File: config.mk
export PLATFORM = sky130hd
export DESIGN_NAME = ex_lsq
export DESIGN_NICKNAME = d
export VERILOG_FILES = /design/src/rtl/ex_lsq_pkg.sv /design/src/rtl/ex_lsq_fifo.sv /design/src/rtl/ex_lsq.sv
export SDC_FILE = /design/constraint.sdc
export NUM_CORES = 1
export LEC_CHECK = 0
export BUFFER_PORTS_ARGS = -buffer_cell sky130_fd_sc_hd__buf_2
export CELL_PAD_IN_SITES_DETAIL_PLACEMENT = 0
export CELL_PAD_IN_SITES_GLOBAL_PLACEMENT = 1
export CORE_ASPECT_RATIO = 1.75
export CORE_UTILIZATION = 30
export CTS_CLUSTER_DIAMETER = 200
export CTS_CLUSTER_SIZE = 24
export DETAILED_ROUTE_END_ITERATION = 16
export PLACE_DENSITY = 0.59
export SLEW_MARGIN = 0
export SYNTH_ARGS = -nofsm -noshare
export SYNTH_HDL_FRONTEND = slang
export SYNTH_SLANG_ARGS = --single-unit
File: constraint.sdc
create_clock -name clk -period 5.75 [get_ports clk]
set_input_delay 1.4375 -clock clk [delete_from_list [all_inputs] [get_ports clk]]
set_output_delay 1.4375 -clock clk [all_outputs]
set_load 0.005 [all_outputs]
File: src/rtl/ex_lsq_pkg.sv
// Shared definitions for the ex_lsq load/store execute unit: op codes, FSM states,
// access sizes and small decode helpers used by the queue head logic.
package ex_lsq_pkg;

  localparam logic [3:0] OP_LB  = 4'd0;
  localparam logic [3:0] OP_LH  = 4'd1;
  localparam logic [3:0] OP_LW  = 4'd2;
  localparam logic [3:0] OP_LBU = 4'd4;
  localparam logic [3:0] OP_LHU = 4'd5;
  localparam logic [3:0] OP_SB  = 4'd8;
  localparam logic [3:0] OP_SH  = 4'd9;
  localparam logic [3:0] OP_SW  = 4'd10;

  localparam logic [2:0] SIZE_NONE = 3'd0;
  localparam logic [2:0] SIZE_B    = 3'd1;
  localparam logic [2:0] SIZE_H    = 3'd2;
  localparam logic [2:0] SIZE_W    = 3'd4;

  localparam int NULL_PTR = 0;

  typedef enum logic [1:0] {
    ST_IDLE  = 2'd0,
    ST_REQ   = 2'd1,
    ST_WAIT  = 2'd2,
    ST_DRAIN = 2'd3
  } lsq_state_e;

  function automatic logic op_legal(input logic [3:0] op);
    case (op)
      OP_LB, OP_LH, OP_LW, OP_LBU, OP_LHU, OP_SB, OP_SH, OP_SW: op_legal = 1'b1;
      default: op_legal = 1'b0;
    endcase
  endfunction

  // funct3[1:0] carries the access width for both loads and stores.
  function automatic logic [2:0] op_size(input logic [3:0] op);
    case (op[1:0])
      2'd0:    op_size = SIZE_B;
      2'd1:    op_size = SIZE_H;
      default: op_size = SIZE_W;
    endcase
  endfunction

  function automatic logic op_misaligned(input logic [3:0] op, input logic [1:0] addr_lo);
    op_misaligned = ((op[1:0] == 2'd1) && addr_lo[0]) ||
                    ((op[1:0] == 2'd2) && (addr_lo != 2'd0));
  endfunction

endpackage

File: src/rtl/ex_lsq_fifo.sv
// DEPTH-entry circular FIFO holding address-resolved memory ops; pointers carry
// an extra wrap bit so full and empty are distinguishable.
module lsq_fifo
  import ex_lsq_pkg::*;
#(
  parameter int W     = 8,
  parameter int DEPTH = 4
) (
  input  logic         clk,
  input  logic         rst,
  input  logic         push,
  input  logic         pop,
  input  logic         flush,
  input  logic [W-1:0] wr_data,
  output logic [W-1:0] rd_data,
  output logic         full,
  output logic         empty
);

  localparam int AW = $clog2(DEPTH);

  logic [W-1:0] mem [DEPTH];
  logic [AW:0]  wr_ptr;
  logic [AW:0]  rd_ptr;

  assign empty   = (wr_ptr == rd_ptr);
  assign full    = (wr_ptr[AW] != rd_ptr[AW]) && (wr_ptr[AW-1:0] == rd_ptr[AW-1:0]);
  assign rd_data = mem[rd_ptr[AW-1:0]];

  always_ff @(posedge clk) begin
    if (rst || flush) begin
      wr_ptr <= (AW+1)'(NULL_PTR);
      rd_ptr <= (AW+1)'(NULL_PTR);
    end else begin
      if (push && !full) wr_ptr <= wr_ptr + (AW+1)'(1);
      if (pop && !empty) rd_ptr <= rd_ptr + (AW+1)'(1);
    end
  end

  always_ff @(posedge clk) begin
    if (!rst && !flush && push && !full) mem[wr_ptr[AW-1:0]] <= wr_data;
  end

endmodule

File: src/rtl/ex_lsq.sv
// In-order load/store execute unit: queues ops, issues them one at a time to the
// data cache and formats load data for regfile writeback.
module ex_lsq
  import ex_lsq_pkg::*;
#(
  parameter int XLEN  = 32,
  parameter int DEPTH = 4,
  parameter int TAG_W = 5,
  parameter int OP_W  = 4
) (
  input  logic             clk,
  input  logic             rst,
  input  logic             rdy,
  input  logic             flush,
  input  logic             in_valid,
  output logic             in_ready,
  input  logic [OP_W-1:0]  in_op,
  input  logic [XLEN-1:0]  in_base,
  input  logic [XLEN-1:0]  in_offset,
  input  logic [XLEN-1:0]  in_wdata,
  input  logic [TAG_W-1:0] in_target,
  output logic             req_valid,
  input  logic             req_ready,
  output logic             req_we,
  output logic [XLEN-1:0]  req_addr,
  output logic [2:0]       req_size,
  output logic [XLEN-1:0]  req_wdata,
  input  logic             resp_valid,
  input  logic [XLEN-1:0]  resp_data,
  output logic             wb_en,
  output logic [TAG_W-1:0] wb_target,
  output logic [XLEN-1:0]  wb_data,
  output logic             misalign,
  output logic             busy,
  output logic [1:0]       dbg_state
);

  localparam int LANE_W = $clog2(XLEN/8);
  localparam int ENT_W  = OP_W + 2*XLEN + TAG_W;

  lsq_state_e       state;
  logic             fifo_full, fifo_empty;
  logic             push, pop, flush_en;
  logic [ENT_W-1:0] enq_entry, head_entry;
  logic [OP_W-1:0]  head_op;
  logic [XLEN-1:0]  head_addr, head_wdata;
  logic [TAG_W-1:0] head_target;
  logic             head_legal, head_misal, idle_drop;
  logic [OP_W-1:0]  ld_op;
  logic [TAG_W-1:0] ld_target;
  logic [LANE_W-1:0] ld_lane;
  logic [XLEN-1:0]  lane_data, fmt_data;

  assign enq_entry = {in_op, in_base + in_offset, in_wdata, in_target};
  assign {head_op, head_addr, head_wdata, head_target} = head_entry;

  assign head_legal = op_legal(4'(head_op));
  assign head_misal = op_misaligned(4'(head_op), head_addr[1:0]);
  assign idle_drop  = (state == ST_IDLE) && !fifo_empty && (!head_legal || head_misal);

  // Handshakes: in_* transfers on a rising edge with in_valid && in_ready, req_*
  // transfers with req_valid && req_ready; both only count when rdy=1 and flush=0.
  // Once raised, req_valid and its fields hold until the transfer or a flush.
  assign in_ready = !fifo_full;
  assign push     = rdy && !flush && in_valid && !fifo_full;
  assign pop      = rdy && !flush && (idle_drop || ((state == ST_REQ) && req_ready));
  assign flush_en = rdy && flush;

  lsq_fifo #(.W(ENT_W), .DEPTH(DEPTH)) u_fifo (
    .clk     (clk),
    .rst     (rst),
    .push    (push),
    .pop     (pop),
    .flush   (flush_en),
    .wr_data (enq_entry),
    .rd_data (head_entry),
    .full    (fifo_full),
    .empty   (fifo_empty)
  );

  // The addressed byte/half is moved down to lane 0, then extended per op.
  always_comb begin
    lane_data = resp_data >> {ld_lane, 3'b000};
    fmt_data  = lane_data;
    case (4'(ld_op))
      OP_LB:   fmt_data = {{(XLEN-8){lane_data[7]}}, lane_data[7:0]};
      OP_LBU:  fmt_data = {{(XLEN-8){1'b0}}, lane_data[7:0]};
      OP_LH:   fmt_data = {{(XLEN-16){lane_data[15]}}, lane_data[15:0]};
      OP_LHU:  fmt_data = {{(XLEN-16){1'b0}}, lane_data[15:0]};
      default: fmt_data = lane_data;
    endcase
  end

  always_ff @(posedge clk) begin
    if (rst) begin
      state     <= ST_IDLE;
      req_valid <= 1'b0;
      req_we    <= 1'b0;
      req_addr  <= '0;
      req_size  <= SIZE_NONE;
      req_wdata <= '0;
      wb_en     <= 1'b0;
      wb_target <= '0;
      wb_data   <= '0;
      misalign  <= 1'b0;
      ld_op     <= '0;
      ld_target <= '0;
      ld_lane   <= '0;
    end else if (rdy) begin
      wb_en    <= 1'b0;
      misalign <= 1'b0;
      if (flush) begin
        req_valid <= 1'b0;
        // An outstanding load response still has to be absorbed after a flush.
        case (state)
          ST_WAIT, ST_DRAIN: state <= resp_valid ? ST_IDLE : ST_DRAIN;
          default:           state <= ST_IDLE;
        endcase
      end else begin
        case (state)
          ST_IDLE: begin
            if (!fifo_empty && head_legal) begin
              if (head_misal) begin
                misalign <= 1'b1;
              end else begin
                state     <= ST_REQ;
                req_valid <= 1'b1;
                req_we    <= head_op[OP_W-1];
                req_addr  <= head_addr;
                req_size  <= op_size(4'(head_op));
                req_wdata <= head_wdata;
                ld_op     <= head_op;
                ld_target <= head_target;
                ld_lane   <= head_addr[LANE_W-1:0];
              end
            end
          end
          ST_REQ: begin
            if (req_ready) begin
              req_valid <= 1'b0;
              state     <= req_we ? ST_IDLE : ST_WAIT;
            end
          end
          ST_WAIT: begin
            if (resp_valid) begin
              wb_data   <= fmt_data;
              wb_target <= ld_target;
              wb_en     <= (ld_target != '0);
              state     <= ST_IDLE;
            end
          end
          ST_DRAIN: begin
            if (resp_valid) state <= ST_IDLE;
          end
          default: state <= ST_IDLE;
        endcase
      end
    end
  end

  assign busy      = !fifo_empty || (state != ST_IDLE);
  assign dbg_state = state;

endmodule

Word-level counts from Yosys, hierarchy flattened
Memory sizes are Yosys's and may differ from the RTL's. A register that Yosys moved wholly into a read port is not among the register bits.
Cells that the tools add are included.
{"block": "word_totals", "regBits": 127, "latchBits": 0, "mem_bits_rw": 292, "rom_bits": 16, "input_bits": 144, "out_inout_bits": 112, "elab_cells": 105, "memories": 2}
{"block": "classes", "n_addsub": 3, "n_mul": 0, "div_mod_pow": 0, "order_cmp": 0, "n_eq_ne": 15, "n_shift": 1, "mux": 27, "bitwise": 2, "reduce_logical": 40}
{"memory": "u_fifo.mem", "words": 4, "width": 73, "read_ports": 1, "rd_clocked_by_memory_dff": 1, "write_ports": 1, "line_no": "ex_lsq_fifo.sv:22", "rtl": "logic [W-1:0] mem [DEPTH];"}
{"memory": "(name not given)", "words": 16, "width": 1, "read_ports": 1, "rd_clocked_by_memory_dff": 0, "write_ports": 0, "line_no": "ex_lsq_pkg.sv:29", "rtl": "case (op)"}
{"cell": "32-bit case mux with 4 select lines", "count": 1}
{"cell": "32-bit adder", "count": 1}
{"cell": "32-bit by 5-bit right shift with 32-bit output", "count": 1}
{"cell": "2-bit 2-to-1 mux", "count": 10}
{"cell": "1-bit logical AND", "count": 17}
{"cell": "5-bit AND reduction", "count": 3}
{"cell": "1-bit 2-to-1 mux", "count": 13}
{"cell": "4-bit by 3-bit == test with 1-bit output (second input constant)", "count": 2}
{"cell": "3-bit by 1-bit adder with 3-bit output (second input constant)", "count": 2}
{"cell": "2-bit == test (second input constant)", "count": 3}
{"cell": "1-bit logical NOT", "count": 6}
{"cell": "3-bit != test (second input constant)", "count": 2}
{"cell": "2-bit case mux with 3 select lines", "count": 1}
{"cell": "3-bit case mux with 2 select lines", "count": 1}
{"cell": "1-bit logical OR", "count": 5}
{"cell": "5-bit nonzero test", "count": 1}
{"cell": "2-bit by 1-bit == test with 1-bit output (second input constant)", "count": 2}
{"cell": "4-bit by 1-bit == test with 1-bit output (second input constant)", "count": 1}
{"cell": "2-bit logical NOT", "count": 2}
{"cell": "4-bit logical NOT", "count": 1}
{"cell": "4-bit AND reduction", "count": 1}
{"cell": "2-bit nonzero test", "count": 2}
{"cell": "3-bit == test", "count": 1}
{"cell": "3-bit by 1-bit != test with 1-bit output (second input constant)", "count": 1}
{"cell": "7 further kinds", "count": 8}

Depth between registers and ports, before layout
{"block": "logic_depth", "ltp_word": 10, "mapped_depth": 11, "mapped_depth_nobuf": 9}

Modules after synthesis
Synthesis repeated with hierarchy kept, for this count alone.
{"block": "hier_totals", "cells_unflattened": 1312, "area_unflattened_um2": 17837.1}
{"mod": "lsq_fifo", "instances": 1, "cells_per_inst": 449, "area_each_um2": 11074.4, "seq_area_each_um2": 8928.6}
{"mod": "ex_lsq", "instances": 1, "cells_per_inst": 863, "area_each_um2": 6762.7, "seq_area_each_um2": 2362.3}

Least setup slack after synthesis
Ideal clock, no wire load.
{"block": "synth_path", "path_type": "input to register", "from": "input port rdy", "to": "memory u_fifo.mem[0][0] (netlist bit), enable pin", "setup_time_ns": 0.439, "arrival_time_ns": 4.049, "t_required_ns": 5.311, "setup_slack_ns": 1.262, "stages": 7, "path_buffers": 2, "path_cell_list": "clkbuf_2 > inv_1 > nor2_1 > and3_1 > clkbuf_1 > nor2b_1 > and2_1"}
{"block": "synth_between", "elab_chain_len": 7, "elab_cells_between_ends": 10, "cone_classes": "mux: 2; reduce/logical: 8"}
{"element": "start: declaration", "line_no": "ex_lsq.sv:13", "rtl": "input logic rdy,"}
{"element": "1-bit logical AND (on tied branches)", "line_no": "ex_lsq.sv:67, ex_lsq.sv:65"}
{"element": "1-bit logical NOT or 1-bit logical AND (tied branches)", "line_no": "ex_lsq_fifo.sv:41, ex_lsq.sv:65"}
{"element": "1-bit logical AND (on tied branches)", "line_no": "ex_lsq_fifo.sv:41, ex_lsq.sv:65"}
{"element": "1-bit logical AND (*) (2 in series)", "line_no": "ex_lsq_fifo.sv:41", "rtl": "if (!rst && !flush && push && !full) mem[wr_ptr[AW-1:0]] <= wr_data;"}
{"element": "1-bit 2-to-1 mux (*)", "line_no": "ex_lsq_fifo.sv:41"}
{"element": "1-bit 2-to-1 mux (implied by the code) (*)", "line_no": "ex_lsq_fifo.sv:41"}
{"element": "end: declaration", "line_no": "ex_lsq_fifo.sv:22"}
Every way passes the cells marked *; elsewhere a longest branch is shown, timed or not.

Final worst setup path
{"block": "layout_path", "from": "input port in_base[0]", "to": "memory u_fifo.mem[2][65] (netlist bit) (data pin)"}
{"block": "layout_between", "elab_chain_len": 1}
{"element": "start: declaration", "line_no": "ex_lsq.sv:18", "rtl": "input logic [XLEN-1:0] in_base,"}
{"element": "32-bit adder", "line_no": "ex_lsq.sv:54", "rtl": "assign enq_entry = {in_op, in_base + in_offset, in_wdata, in_target};"}
{"element": "net enq_entry[65]", "line_no": "ex_lsq.sv:44", "rtl": "logic [ENT_W-1:0] enq_entry, head_entry;"}
The timed path passes the listed nets, and every way through them passes these cells.

==> impl_metrics.tcl <==
set metrics [dict create \
    r2r_cells 7 \
    rows 116 \
    grtUsageTotal_pct 15.0 \
    fin_setup_tns_ns 0 \
    cts_buffers 21 \
    clock_skew_ns 0.0238 \
    synth.area.top_cells "edfxtp_1, dfxtp_1, mux4_2, nand2_1, a21oi_1" \
    avgSynthCellArea_um2 13.8 \
    path_buf_inv 1 \
    power-per-cell-area_nw_per_um2 266 \
    ys_warn_count 0 \
    critPathKind "input port to flip-flop" \
    overflow 0 \
    clockBufferDepth 3 \
    startpoint_type "input port" \
    ys_seq_area_share_pct 64.8 \
    dr.pass1.iters 4 \
    hp-class "flip-flop to flip-flop" \
    endpoint "u_fifo.mem[2][65]$_DFFE_PP_" \
    start_util_pct 30.4 \
    netlist_instances 1258 \
    via_count 10800 \
    synthFlopType "edfxtp_1" \
    layout_setup_ws_ns 1.81 \
    antenna_left 0 \
    post-route-period-util_pct 68.6 \
    hp-start "req_wdata[19]$_SDFFE_PP0P_" \
    clock-sinks 418 \
    postCtsSetupBuffers 0 \
    drc 0 \
    reg2reg_to "req_addr[11]$_SDFFE_PP0P_" \
    cts_tree "done" \
    dpl_worst_slack_ns 1.18 \
    first_global_vias 11200 \
    power.static_leakage_nw 6.86 \
    power_mw 5.35 \
    slowest_stage "a31oi_1" \
    dpl_cell_area_um2 19500 \
    io-pin-count 256 \
    cts_hold_buf 0 \
    cts_resized 0 \
    drv_slew 0 \
    place_congestion 0.797 \
    grt_pass1_wl_mm 66.9 \
    numPortBuffers 255 \
    peakVddDrop_uv 155 \
    fp.dieH_um 321 \
    crit_start "in_base[0]" \
    stdcell_count 2265 \
    post-route-util_pct 35.1 \
    r2r_setup_slack_ns 2.28 \
    fin_crit_ns 3.94 \
    cp_common_cell "a31oi_1" \
    synth_top_area_share_pct 50.3 \
    synth_nets 1439 \
    cp_max_fo 4 \
    fmax_ghz 0.254 \
    crit_arrival_ns 4.21 \
    rsz0062_at_grt "false" \
    async_flop_share_pct 0 \
    worstMarginPinSlew_ns 1.09 \
    vias_per_cell 4.79 \
    place_inst 2225 \
    clk_latency_ns 0.56 \
    max_slew_margin_pct 27.3 \
    cp.depth 10 \
    crit_chain "buf_2 > ha_1 > fa_1 > a21o_1 > a31oi_1 > nor3_1 > o311a_1 > a31oi_1 > mux2i_1 > nand3_1" \
    drt-total-wl_mm 44.4 \
    dieWidth_um 184 \
    grt_max_degree 77 \
    cts_root_buffer "clkbuf_16" \
    fin_hold_ws_ns 0.456 \
    drtIter0Drc 441 \
    htree_levels 1 \
    final_cell_area_um2 20100 \
    wl_per_cell_um 19.6 \
    final_nets 1662 \
    worstSetupEndpointType "flip-flop" \
    area_growth_pct 15.4 \
    status "finished clean" \
    core_um2 57300 \
    hold_viol 0 \
    synth_cell_types 64 \
    dp_hpwl_mm 29.5 \
    critical_path_required_ns 6.02 \
    maxCapViolations 0 \
    cts.reportedPaths.clkPinSlew_ns 0.10 \
    drive_above_1_share_pct 28.7 \
    syn-cell-area_um2 17400 \
    die-area_um2 59100 \
    max_stage_delay_ns 0.60 \
    antenna_found_initial 6 \
    setup_viol 0 \
    synth-seq-cells 418 \
    synth_edf_count 292 \
    crit_family "compound AO/OA/AOI/OAI gates" \
    synth_top_area_cell "edfxtp_1" \
]
[flip-flops by register name (all words and copies together), names as in the netlist, named ones only]
signal and cells:
req_wdata 32, req_we 1, wb_target 5, u_fifo.rd_ptr 3, u_fifo.wr_ptr 3, req_addr 32, wb_data 32, req_valid 1
ld_target 5, misalign 1, wb_en 1, ld_op 3, req_size 3, u_fifo.mem 292, dbg_state 2
[placed cells by master (no fill, tap or decap), types with 11 or more instances in the layout]
master / instances
buf_2: 254
edfxtp_1: 292
clkbuf_16: 21
xor2_1: 13
mux4_2: 73
xnor2_1: 22
nor2b_1: 12
a21oi_2: 20
a21oi_1: 99
buf_4: 17
a211oi_1: 44
clkbuf_1: 15
nand2_2: 20
dfxtp_1: 124
o21ai_0: 21
ha_1: 36
nand2_1: 193
nor2_1: 68
mux2i_1: 11
[where the power goes]
group / total, mW / switching (mW) / leakage [nW] / internal [mW]
Sequential: 3.28 / 0.00607 / 3.65 / 3.28
Clock: 1.66 / 0.953 / 0.288 / 0.708
Combinational: 0.405 / 0.251 / 2.92 / 0.155
[worst min path at each step]
stage,to,cells past startpoint,slack [ns]
after global placement,wb_target[1]$_SDFFE_PP0P_,2,0.44
after floorplan,wb_target[4]$_SDFFE_PP0P_,2,0.44
final,req_wdata[19]$_SDFFE_PP0P_,2,0.46
after global routing,req_wdata[19]$_SDFFE_PP0P_,2,0.48
after CTS,req_wdata[19]$_SDFFE_PP0P_,2,0.46
after detailed placement,req_wdata[19]$_SDFFE_PP0P_,2,0.45
[worst register-to-register path, cell delays in order, from the launching register on]
cell	delay, ns
dfxtp_4	0.76
mux4_2	0.66
o21a_1	0.24
a211oi_4	0.31
and3_4	0.87
buf_4	0.37
nand2_1	0.09
a21oi_1	0.12
[kinds of logic (layout without fill, tap and decap cells)]
| kind of cell | count (synthesis) | count (layout) | synth area share (%) |
|---|---|---|---|
| flops | 418 | 418 | 64.8 |
| mux | 94 | 94 | 10.7 |
| buf+inv | 81 | 319 | 2.17 |
| fa+ha+maj | 37 | 37 | 2.70 |
| simple gates | 350 | 350 | 8.77 |
| xor+xnor | 35 | 35 | 1.76 |
| compound gates | 243 | 243 | 9.06 |
| other cells | 0 | 2 | 0 |
[area by class of cell]
class	instances	area, um^2
Sequential cell	418	11300
Clock inverter	2	25.0
Inverter	9	33.8
Fill cell	5704	37200
Tap cell	767	960
Multi-Input combinational cell	759	5780
Antenna cell	2	5.00
Clock buffer	36	582
Timing Repair Buffer	272	1420
[cells in the mapped netlist, types with 13 or more instances]
cell type  count
ha_1          36
nor2_1        69
xor2_1        13
mux4_2        73
edfxtp_1     292
nand2_2       20
o21ai_0       21
clkbuf_1      53
dfxtp_1      126
a21oi_2       20
a21oi_1       99
nand2_1      193
a211oi_1      44
xnor2_1       22
[metal layers]
metal / vias to the layer above / track usage, % / wire length, um
met3: 55 / 2.42 / 2240
met5: - / 0 / 51
met1: 5362 / 16.4 / 17000
met4: 8 / 4.37 / 1050
li1: 5152 / - / -
met2: 269 / 28.9 / 24000
Note: power is estimated with default switching activity, not from simulation.
